--- config.mk ---
export PLATFORM = sky130hd
export DESIGN_NAME = fft_frame_seq_flat
export DESIGN_NICKNAME = d
export VERILOG_FILES = /design/src/rtl/fft_frame_seq_if.sv /design/src/rtl/fft_frame_seq.sv /design/src/flat_wrapper.sv
export SDC_FILE = /design/constraint.sdc
export NUM_CORES = 1
export LEC_CHECK = 0
export CAP_MARGIN = 20
export CORE_MARGIN = 3
export CORE_UTILIZATION = 40
export CTS_BUF_LIST = sky130_fd_sc_hd__clkbuf_2 sky130_fd_sc_hd__clkbuf_4 sky130_fd_sc_hd__clkbuf_8
export DETAILED_ROUTE_END_ITERATION = 10
export GPL_ROUTABILITY_DRIVEN = 0
export PLACE_DENSITY = 0.73
export SKIP_LAST_GASP = 1
export SLEW_MARGIN = 5
export SYNTH_ARGS = -nofsm -noshare
export SYNTH_HDL_FRONTEND = slang
export SYNTH_SLANG_ARGS = --single-unit
--- constraint.sdc ---
create_clock -name clk -period 9.3 [get_ports clk]
set_clock_uncertainty 0.05 [all_clocks]
set_input_delay 0.93 -clock clk [delete_from_list [all_inputs] [get_ports clk]]
set_output_delay 0.93 -clock clk [all_outputs]
set_load 0.02 [all_outputs]
--- src/rtl/fft_frame_seq_if.sv ---
// Stream, engine and readout signals of the FFT frame sequencer.
// master: the sequencer side; slave: the I/O controller / engine side.
interface fft_frame_seq_if #(
    parameter int unsigned N_POINTS = 4,
    parameter int unsigned DATA_W   = 8,
    parameter int unsigned OUT_W    = 4
);
    localparam int unsigned IDX_W = $clog2(N_POINTS);

    logic                         in_valid;
    logic                         in_ready;
    logic [2*DATA_W-1:0]          in_data;
    logic                         eng_start;
    logic                         eng_done;
    logic [N_POINTS*2*DATA_W-1:0] eng_in;
    logic [N_POINTS*2*DATA_W-1:0] eng_out;
    logic                         out_valid;
    logic                         out_ready;
    logic [2*OUT_W-1:0]           out_data;
    logic [IDX_W-1:0]             out_index;
    logic                         out_last;

    modport master (
        input  in_valid, in_data, eng_done, eng_out, out_ready,
        output in_ready, eng_start, eng_in, out_valid, out_data, out_index, out_last
    );

    modport slave (
        output in_valid, in_data, eng_done, eng_out, out_ready,
        input  in_ready, eng_start, eng_in, out_valid, out_data, out_index, out_last
    );
endinterface

--- src/rtl/fft_frame_seq.sv ---
// Frame sequencer: loads N complex samples, runs the FFT engine, streams narrowed bins.
// Optional FFT_ROUND_EN: round half-up and saturate when narrowing instead of truncating.
module fft_frame_seq #(
    parameter int unsigned N_POINTS = 4,
    parameter int unsigned DATA_W   = 8,
    parameter int unsigned OUT_W    = 4
) (
    input  logic                  clk,
    input  logic                  rst,
    input  logic                  ena,
    input  logic                  abort,
    output logic [1:0]            state,
    fft_frame_seq_if.master       bus
);
    localparam int unsigned IDX_W = $clog2(N_POINTS);
    localparam int unsigned SMP_W = 2 * DATA_W;
    localparam int unsigned SH    = DATA_W - OUT_W;

    localparam logic [1:0] S_LOAD   = 2'd0;
    localparam logic [1:0] S_START  = 2'd1;
    localparam logic [1:0] S_WAIT   = 2'd2;
    localparam logic [1:0] S_STREAM = 2'd3;

    localparam logic [IDX_W-1:0] LAST_IDX = IDX_W'(N_POINTS - 1);

    logic [1:0]       state_q, state_nx;
    logic [IDX_W-1:0] wr_ptr, wr_nx;
    logic [IDX_W-1:0] rd_ptr, rd_nx;
    logic             wr_en, cap_en;

    logic [SMP_W-1:0] samp_buf [N_POINTS];
    logic [SMP_W-1:0] res_buf  [N_POINTS];
    logic [N_POINTS*SMP_W-1:0] eng_in_flat;
    logic [SMP_W-1:0]          cur_bin;
    logic [2*OUT_W-1:0]        nar;

    // Next-state, pointer and buffer-enable decode; ena low freezes everything.
    always_comb begin
        state_nx = state_q;
        wr_nx    = wr_ptr;
        rd_nx    = rd_ptr;
        wr_en    = 1'b0;
        cap_en   = 1'b0;
        if (ena) begin
            if (abort) begin
                state_nx = S_LOAD;
                wr_nx    = '0;
                rd_nx    = '0;
            end else begin
                case (state_q)
                    S_LOAD: begin
                        if (bus.in_valid) begin
                            wr_en = 1'b1;
                            if (wr_ptr == LAST_IDX) begin
                                wr_nx    = '0;
                                state_nx = S_START;
                            end else begin
                                wr_nx = wr_ptr + IDX_W'(1);
                            end
                        end
                    end
                    S_START: state_nx = S_WAIT;
                    S_WAIT: begin
                        if (bus.eng_done) begin
                            cap_en   = 1'b1;
                            rd_nx    = '0;
                            state_nx = S_STREAM;
                        end
                    end
                    S_STREAM: begin
                        if (bus.out_ready) begin
                            if (rd_ptr == LAST_IDX) begin
                                rd_nx    = '0;
                                state_nx = S_LOAD;
                            end else begin
                                rd_nx = rd_ptr + IDX_W'(1);
                            end
                        end
                    end
                    default: state_nx = S_LOAD;
                endcase
            end
        end
    end

    always_ff @(posedge clk or posedge rst) begin
        if (rst) begin
            state_q <= S_LOAD;
            wr_ptr  <= '0;
            rd_ptr  <= '0;
        end else begin
            state_q <= state_nx;
            wr_ptr  <= wr_nx;
            rd_ptr  <= rd_nx;
        end
    end

    // Sample and result buffers; left untouched by abort.
    always_ff @(posedge clk or posedge rst) begin
        if (rst) begin
            for (int k = 0; k < N_POINTS; k++) begin
                samp_buf[k] <= '0;
                res_buf[k]  <= '0;
            end
        end else begin
            if (wr_en) begin
                samp_buf[wr_ptr] <= bus.in_data;
            end
            if (cap_en) begin
                for (int k = 0; k < N_POINTS; k++) begin
                    res_buf[k] <= bus.eng_out[k*SMP_W +: SMP_W];
                end
            end
        end
    end

    always_comb begin
        eng_in_flat = '0;
        for (int k = 0; k < N_POINTS; k++) begin
            eng_in_flat[k*SMP_W +: SMP_W] = samp_buf[k];
        end
    end

    assign cur_bin = res_buf[rd_ptr];

    // Per-component narrowing; c=0 is imag (low half), c=1 is real.
    for (genvar c = 0; c < 2; c++) begin : g_comp
        logic signed [DATA_W-1:0] x;
        assign x = cur_bin[c*DATA_W +: DATA_W];
        if (SH == 0) begin : g_pass
            assign nar[c*OUT_W +: OUT_W] = x;
        end else begin : g_narrow
`ifdef FFT_ROUND_EN
            localparam logic signed [DATA_W:0] HALF = (DATA_W+1)'(1 << (SH - 1));
            localparam logic signed [DATA_W:0] MAXV = (DATA_W+1)'((1 << (OUT_W - 1)) - 1);
            localparam logic signed [DATA_W:0] MINV = ~MAXV;
            logic signed [DATA_W:0] sum;
            logic signed [DATA_W:0] shr;
            assign sum = {x[DATA_W-1], x} + HALF;
            assign shr = sum >>> SH;
            assign nar[c*OUT_W +: OUT_W] = (shr > MAXV) ? MAXV[OUT_W-1:0] :
                                           (shr < MINV) ? MINV[OUT_W-1:0] :
                                                          shr[OUT_W-1:0];
`else
            logic unused_lsbs;
            assign unused_lsbs = ^x[SH-1:0];
            assign nar[c*OUT_W +: OUT_W] = x[DATA_W-1 -: OUT_W];
`endif
        end
    end

    assign state         = state_q;
    assign bus.in_ready  = ena && (state_q == S_LOAD);
    assign bus.eng_start = ena && !abort && (state_q == S_START);
    assign bus.eng_in    = eng_in_flat;
    assign bus.out_valid = (state_q == S_STREAM);
    assign bus.out_index = rd_ptr;
    assign bus.out_last  = (state_q == S_STREAM) && (rd_ptr == LAST_IDX);
    assign bus.out_data  = nar;
endmodule
--- src/flat_wrapper.sv ---
// flat-port wrapper written by rule: the top's interface ports become plain ports
module fft_frame_seq_flat 
#(
    parameter int unsigned N_POINTS = 4,
    parameter int unsigned DATA_W   = 8,
    parameter int unsigned OUT_W    = 4
)
  (clk, rst, ena, abort, state, bus_in_valid, bus_in_data, bus_eng_done, bus_eng_out, bus_out_ready, bus_in_ready, bus_eng_start, bus_eng_in, bus_out_valid, bus_out_data, bus_out_index, bus_out_last);
  fft_frame_seq_if #(.N_POINTS(N_POINTS), .DATA_W(DATA_W), .OUT_W(OUT_W)) bus_i ();
  input  logic clk;
  input  logic rst;
  input  logic ena;
  input  logic abort;
  output logic [1:0] state;
  input wire logic [$bits(bus_i.in_valid)-1:0] bus_in_valid;
  input wire logic [$bits(bus_i.in_data)-1:0] bus_in_data;
  input wire logic [$bits(bus_i.eng_done)-1:0] bus_eng_done;
  input wire logic [$bits(bus_i.eng_out)-1:0] bus_eng_out;
  input wire logic [$bits(bus_i.out_ready)-1:0] bus_out_ready;
  output wire logic [$bits(bus_i.in_ready)-1:0] bus_in_ready;
  output wire logic [$bits(bus_i.eng_start)-1:0] bus_eng_start;
  output wire logic [$bits(bus_i.eng_in)-1:0] bus_eng_in;
  output wire logic [$bits(bus_i.out_valid)-1:0] bus_out_valid;
  output wire logic [$bits(bus_i.out_data)-1:0] bus_out_data;
  output wire logic [$bits(bus_i.out_index)-1:0] bus_out_index;
  output wire logic [$bits(bus_i.out_last)-1:0] bus_out_last;
  assign bus_i.in_valid = bus_in_valid;
  assign bus_i.in_data = bus_in_data;
  assign bus_i.eng_done = bus_eng_done;
  assign bus_i.eng_out = bus_eng_out;
  assign bus_i.out_ready = bus_out_ready;
  assign bus_in_ready = bus_i.in_ready;
  assign bus_eng_start = bus_i.eng_start;
  assign bus_eng_in = bus_i.eng_in;
  assign bus_out_valid = bus_i.out_valid;
  assign bus_out_data = bus_i.out_data;
  assign bus_out_index = bus_i.out_index;
  assign bus_out_last = bus_i.out_last;
  fft_frame_seq #(.N_POINTS(N_POINTS), .DATA_W(DATA_W), .OUT_W(OUT_W)) u_core (.clk(clk), .rst(rst), .ena(ena), .abort(abort), .state(state), .bus(bus_i));
endmodule
Word level (Yosys, flattened, before mapping):

Index checks and enable logic that the tools add are counted.

* input bits: 87
* logic and storage cells: 71
* register bits: 134
* output and inout port bits: 80

* mux-type cells: 30
* bitwise operators: 2
* order comparisons: 3
* equality and inequality tests: 10
* add/sub/neg operators: 2
* reductions and logical operators: 13

Operators by type and width (count)
* $bwmux W64: 1
* $mux W16: 3
* $bmux W16 S2: 1
* $demux W16 S2: 1
* $mux W2: 14
* $ne A3 B3 Y1 const B: 3
* $eq A2 B2 Y1 const B: 4
* $mux W1: 8
* $pmux W2 S4: 1
* $ge A3 B3 Y1 const B: 2
* $ne A3 B2 Y1 const B: 2
* $not A2 Y3: 2
* $reduce_and A6 Y1: 1
* $logic_and A1 B1 Y1: 5
* $add A2 B1 Y2 const B: 2
* $pmux W2 S2: 1
* $reduce_and A4 Y1: 1
* $reduce_bool A2 Y1: 2
* $lt A3 B1 Y1 const B: 1
* $reduce_and A3 Y1: 1
* $reduce_bool A3 Y1: 1
* $eq A2 B1 Y1 const B: 1
* $logic_not A2 Y1: 1
* $logic_not A1 Y1: 1

Depth between registers and ports, before layout:

Gate-level depths: netlist of run 1.

* word-level depth: 6
* gate-level depth with buffers: 7
* gate-level depth less buffers: 6

Worst setup path after synthesis of run 1:

OpenSTA, ideal clock, no wires.

* path type: register to output
* from: register u_core.rd_ptr[0] (netlist: u_core.bus.out_index[0])
* to: output port bus_out_data[0]
* setup slack: 6959 ps
* stages on the path, launching flop included: 3
* data required time: 8320 ps
* buffers on the path: 1
* arrival time: 1361 ps
* cells stage by stage: dfrtp_1 -> buf_2 -> mux4_2

* cells in the longest elaborated chain, start to end: 4

Ends and longest elaborated chain
* start: declaration: line fft_frame_seq.sv:28 `logic [IDX_W-1:0] rd_ptr, rd_nx;`
* start signal: assignment: line fft_frame_seq.sv:94 `rd_ptr <= rd_nx;`
* $not A2 Y3 (implied by the code): line fft_frame_seq.sv:124 `assign cur_bin = res_buf[rd_ptr];`
* $bmux W16 S2: line fft_frame_seq.sv:124
* $mux W16 (implied by the code) (2 in series): line fft_frame_seq.sv:124
* end: declaration: line flat_wrapper.sv:24 `output wire logic [$bits(bus_i.out_data)-1:0] bus_out_data;`

Every way passes these cells. The select of a mux whose other input is x is not followed.

Final worst setup path of run 1:

* from: input port ena
* to: output port bus_eng_start

* cells in the longest elaborated chain, start to end: 2

Ends and longest elaborated chain
* start: declaration: line flat_wrapper.sv:12 `input logic ena;`
* $logic_and A1 B1 Y1 (2 in series): line fft_frame_seq.sv:154 `assign bus.eng_start = ena && !abort && (state_q == S_START);`
* end: declaration: line flat_wrapper.sv:21 `output wire logic [$bits(bus_i.eng_start)-1:0] bus_eng_start;`

Every way passes these cells.

==> impl_metrics.py, run 1 <==
metrics = {
    "status": {
        "outcome": "completed",
    },
    "yosys": {
        "muxShareOfSynthArea_pct": 31.1,
        "syn_area_per_cell_um2": 16.7,
        "post-synth-top-area-cell": "dfrtp_1",
        "synth_cell_types": 29,
        "netlist_top_cells_area": "dfrtp_1 (56%), mux2_2 (14%), mux2_4 (13%), mux4_2 (4.0%), ha_1 (2.8%)",
        "synth_fp_nets": 368,
        "synth_compound_area_share_pct": 1.90,
        "yosys.area.top_type_share_pct": 56.3,
        "synth_xor_area_share_pct": 0,
        "synth_edf_count": 0,
        "async_flop_share_pct": 100,
        "synthAdderAreaFrac_pct": 2.76,
        "synth_ff_type": "dfrtp_1",
        "synth_top_family_by_area": "multiplexers",
        "syn_inst": 271,
        "synthSimpleGateAreaFrac_pct": 4.53,
        "ys_seq_elements": 102,
        "synthesis.area_um2": 4530,
        "ys_warn_count": 0,
        "synth_seq_area_share_pct": 56.3,
    },
    "route": {
        "drtIter0Drc": 106,
        "viasPerCell": 4.84,
        "totalWireLength_um": 9090,
        "num_vias": 2676,
        "first_pass_iters": 4,
        "wl_per_cell_um": 16.4,
        "drc": 0,
        "route.antenna.remaining_nets": 0,
    },
    "final_layout": {
        "drive_gt1_share_pct": 32.0,
        "seqCellArea_um2": 2550,
        "final_common_cell": "clkdlybuf4s50_1",
        "fillers": 918,
        "area_delta_synth_final_pct": 35.8,
        "fin_cells": 553,
        "fin_util_pct": 56.3,
        "mostFrequentLayoutCells": "clkdlybuf4s50_1 (134), dfrtp_1 (102), mux2_2 (56)",
        "multi_input_area_um2": 1830,
        "diodes": 0,
        "num-nets-final": 505,
    },
    "timing": {
        "slew_headroom_pct": 49.4,
        "min_period_over_period_pct": 37.5,
        "finalMaxSlewViolations": 0,
        "rsz0062_at_grt": "no",
        "finalHoldViolations": 0,
        "max_freq_mhz": 287,
        "tightest_slew_ns": 0.759,
        "finalCriticalPeriod_ns": 3.49,
        "fin_setup_tns_ns": 0,
        "finalSetupViolCount": 0,
    },
    "grt": {
        "grt_pass1_wl_um": 14700,
        "antenna_found_initial": 0,
        "grt_max_degree": 63,
        "grt.overflow.total": 0,
        "grt_pass1_vias": 2782,
        "grt_util_all_layers_pct": 14.7,
    },
    "critical_path": {
        "criticalPathCategory": "primary input to output pin",
        "critPathMaxFanout": 7,
        "startpoint_type": "primary input",
        "crit_path_end_kind": "output pin",
        "worst_ep_arrival_time_ns": 2.51,
        "crit_required_ns": 8.32,
    },
    "clocking": {
        "numCtsBuffers": 9,
        "post_cts_buffers": 0,
        "cts_resized": 0,
        "cts_root_buf": "clkbuf_8",
        "path_clk_slew_ns": 0.09,
        "htreeDepth": 3,
        "cts_max_path_buffers": 2,
        "cts_sinks": 102,
        "clk_latency_ns": 0.35,
        "cts_tree": "built",
        "cts_hold_buf": 0,
    },
    "power_and_ir_drop": {
        "vdd_drop_max_v": 0.000136,
        "powerDensity_nw_per_um2": 246,
        "p_leak_uw": 0.00290,
    },
    "die": {
        "initial_core_util_pct": 41.5,
        "fp.dieW_um": 112,
        "design.core.area_um2": 10900,
        "die_y_um": 112,
        "fp.dieArea_um2": 12600,
        "rows": 38,
        "ios": 167,
    },
    "place": {
        "numPortBuffers": 134,
        "dp_hpwl_um": 6510,
        "dp.cells": 537,
    },
    "min_path": {
        "hold_path.class": "flip-flop to flip-flop",
    },
    "flow_run": {
        "cap_violations": 0,
    },
}
==> layer usage <==
layer  vias to the layer above  share of wire (%)  routed length [µm]  track usage [%]
met5                         -                  0                   0                0
met3                         5                8.5                 774             5.93
li1                       1247                  -                   -                -
met1                      1327                 45                4120             19.9
met2                        97                 45                4130             22.8
met4                         0               0.67                  61             2.88
==> flip-flops by register name, summed over array words and instances, names as in the netlist <==
signal / cells
u_core.bus.eng_in: 64
u_core.bus.out_index: 2
u_core.wr_ptr: 2
u_core.state: 2
u_core.res_buf: 32
==> synthesized netlist by cell type (2+ instances only) <==
cell and n:
nand2_1 2, inv_1 8, buf_2 4, mux2_4 40, and2_2 2, nor2b_1 3
ha_1 10, mux2_2 56, o21ai_0 3, mux4_2 8, buf_12 5, and2_1 2
nor2_1 6, dfrtp_1 102, nand2_8 4, a22o_1 3
==> metrics by stage <==
step	instance area [µm²]	hold WS, ns	power, µW	worst slack (ns)
after detailed placement	5940	0.439	1240	5.80
after global placement	5940	0.433	1230	5.80
after floorplan	4530	0.424	948	5.64
final	6160	0.457	1520	5.81
after CTS	6160	0.462	1540	5.80
after global routing	6160	0.475	1600	5.71
==> power breakdown <==
group	internal (µW)	switching, µW
logic	340	250
clock network	137	157
registers	562	69.2
==> cell families after synthesis <==
| group | Yosys count |
|---|---|
| compound gates | 12 |
| mux | 104 |
| buf+inv | 18 |
| simple gates | 25 |
| flops | 102 |
| fa+ha+maj | 10 |
==> cell type report <==
class | count | area share [%]
flip-flops and latches | 102 | 41.5
multi-input cells | 151 | 29.7
repair buffers | 136 | 22.0
well taps | 140 | 2.84
clock buffers | 10 | 2.24
clock inverters | 6 | 1.22
inverters | 8 | 0.528
==> critical path: stages <==
cell	delay, ns
clkdlybuf4s50_1	0.57
nor2b_2	0.25
and2_2	0.16
clkdlybuf4s50_1	0.59
==> path summary, 6_finish.rpt <==
check	startpoint	to	slack [ns]	cells after the start
min in group asynchronous	rst	u_core.res_buf[31]	0.90	2
max	ena	bus_eng_start	5.81	4
min reg2reg	u_core.res_buf[22]	u_core.res_buf[22]	0.46	1
max reg2reg	u_core.state[0]	u_core.state[0]	7.29	6
min	u_core.res_buf[22]	u_core.res_buf[22]	0.46	1
max in group asynchronous	rst	u_core.bus.eng_in[17]	7.14	3
No activity file was read; power rests on OpenSTA's default activity.
==> inputs of run 2 (changes only) <==
Settings changed: PLACE_DENSITY 0.73 to 0.76.
Clock period 9.3 ns to 2.8 ns, I/O delays scaled along.
==> run 2 against run 1 <==
Global-route usage increased by 0.74 points; design area increased by 0.37%; power rose to 3.3 times the previous value; combinational power increased to 3.4 times the previous value; critical path type is now flip-flop to output pin; critical endpoint is now bus_out_last; largest cell class unchanged.
==> impl_metrics.py, run 2 (same netlist as run 1, synthesis figures left out) <==
metrics = {
    "status": {
        "outcome": "completed",
    },
    "final_layout": {
        "fillers": 889,
        "largest_reg_flops": 64,
        "seqCellArea_um2": 2550,
        "diodes": 0,
        "final_common_cell": "clkdlybuf4s50_1",
        "area_delta_synth_final_pct": 36.3,
        "fin_util_pct": 56.5,
        "drive_gt1_share_pct": 32.1,
        "multi_input_area_um2": 1830,
        "finish.instance_area_um2": 6180,
        "mostFrequentLayoutCells": "clkdlybuf4s50_1 (134), dfrtp_1 (102), mux2_2 (56)",
        "num-nets-final": 506,
    },
    "grt": {
        "grt_pass1_vias": 2857,
        "grt_util_all_layers_pct": 15.5,
        "grt.overflow.total": 0,
        "antenna_found_initial": 0,
        "grt_pass1_wl_um": 15600,
        "grt_max_degree": 103,
    },
    "route": {
        "totalWireLength_um": 9410,
        "first_pass_iters": 4,
        "wl_per_cell_um": 17.0,
        "drc": 0,
        "viasPerCell": 4.87,
        "route.antenna.remaining_nets": 0,
        "drtIter0Drc": 132,
        "num_vias": 2697,
    },
    "die": {
        "design.core.area_um2": 10900,
        "die_y_um": 112,
        "fp.dieW_um": 112,
        "rows": 38,
        "fp.dieArea_um2": 12600,
        "initial_core_util_pct": 41.5,
        "ios": 167,
    },
    "critical_path": {
        "crit_required_ns": 2.47,
        "worst_ep_arrival_time_ns": 2.09,
        "rrSetupSlack_ns": 0.76,
        "cp_top_family": "flip-flops",
        "crit_chain": "ha_1, and2_1, clkdlybuf4s50_1",
        "startpoint_type": "flip-flop",
        "crit_path_end_kind": "output pin",
        "cp_num_buf_inv": 1,
        "criticalPathCategory": "flip-flop to output pin",
        "critPathMaxFanout": 11,
        "slowest_delay_ns": 0.70,
        "cp_slowest_cell": "dfrtp_1",
    },
    "timing": {
        "rsz0062_at_grt": "no",
        "finalCriticalPeriod_ns": 2.42,
        "slew_headroom_pct": 62.9,
        "finalMaxSlewViolations": 0,
        "tightest_slew_ns": 0.556,
        "finalSetupViolCount": 0,
        "max_freq_mhz": 413,
        "finalHoldViolations": 0,
        "min_period_over_period_pct": 86.4,
        "fin_setup_tns_ns": 0,
    },
    "power_and_ir_drop": {
        "p_clk_share_pct": 19.2,
        "intPower_uw": 3430,
        "vdd_drop_max_v": 0.000510,
        "p_leak_uw": 0.00290,
        "seqPwrFrac_pct": 41.4,
        "pwr-share-comb_pct": 39.4,
        "p_sw_uw": 1620,
        "powerDensity_nw_per_um2": 817,
        "swShare_pct": 32.1,
    },
    "clocking": {
        "cts_tree": "built",
        "clk_latency_ns": 0.35,
        "post_cts_buffers": 0,
        "numCtsBuffers": 9,
        "cts_resized": 0,
        "path_clk_slew_ns": 0.10,
        "htreeDepth": 3,
        "cts_root_buf": "clkbuf_8",
        "cts_hold_buf": 0,
        "cts_max_path_buffers": 2,
        "cts_sinks": 102,
    },
    "place": {
        "numPortBuffers": 134,
        "placed_cell_area_um2": 5970,
        "dp_hpwl_um": 6760,
    },
    "min_path": {
        "hold_path.class": "primary input to asynchronous set/reset pin",
    },
    "flow_run": {
        "cap_violations": 0,
    },
}
[run 2: area by class of cell]
type                    instances  share of cell area (%)
well taps                     140                    2.83
repair buffers                137                    22.3
multi-input cells             151                    29.6
inverters                       8                   0.547
clock inverters                 7                    1.46
flip-flops and latches        102                    41.3
clock buffers                   9                    2.00
[run 2: layer usage]
| metal | routed length (µm) | GRT usage, % | vias to the layer above | part of all wire, % |
|---|---|---|---|---|
| met2 | 4530 | 25.3 | 96 | 48 |
| met5 | 0 | 0 | - | 0 |
| met3 | 588 | 3.77 | 10 | 6.2 |
| met1 | 4180 | 20.5 | 1351 | 44 |
| li1 | - | - | 1240 | - |
| met4 | 116 | 4.89 | 0 | 1.2 |
[run 2: final timing paths]
kind,start,end,cells after the start
max,u_core.bus.out_index[1],bus_out_last,3
min,rst,u_core.bus.eng_in[48],3
max reg2reg,u_core.state[0],u_core.state[0],6
min reg2reg,u_core.res_buf[52],u_core.res_buf[52],1
max in group asynchronous,rst,u_core.bus.eng_in[36],3
min in group clk,u_core.res_buf[52],u_core.res_buf[52],1
[run 2: power by group through the flow]
stage	registers [µW]	logic, µW	clock network, µW
finish	2090	1990	970
CTS	2090	2020	1000
global placement	2100	1980	0
floorplan	2540	609	0
detailed placement	2120	2010	0
global route	2140	2090	1070
[run 2: stage by stage]
step | hold slack, ns | setup WS [ns] | power [µW] | instances
floorplan | 0.319 | 0.873 | 3150 | 271
global placement | 0.433 | 0.606 | 4080 | 538
detailed placement | 0.437 | 0.603 | 4130 | 538
CTS | 0.389 | 0.325 | 5110 | 554
global route | 0.370 | 0.297 | 5310 | 554
finish | 0.333 | 0.380 | 5050 | 554
[run 2: worst min-delay path: stages]
cell             delay, ns
clkdlybuf4s50_1       0.44
clkinvlp_4            0.10
buf_12                0.38
==> inputs of run 3 (changes only) <==
Settings changed: CTS_CLUSTER_SIZE from default to 10.
==> results of run 3 <==
Same layout as run 2: the final DEF is identical, and so are final timing and power.
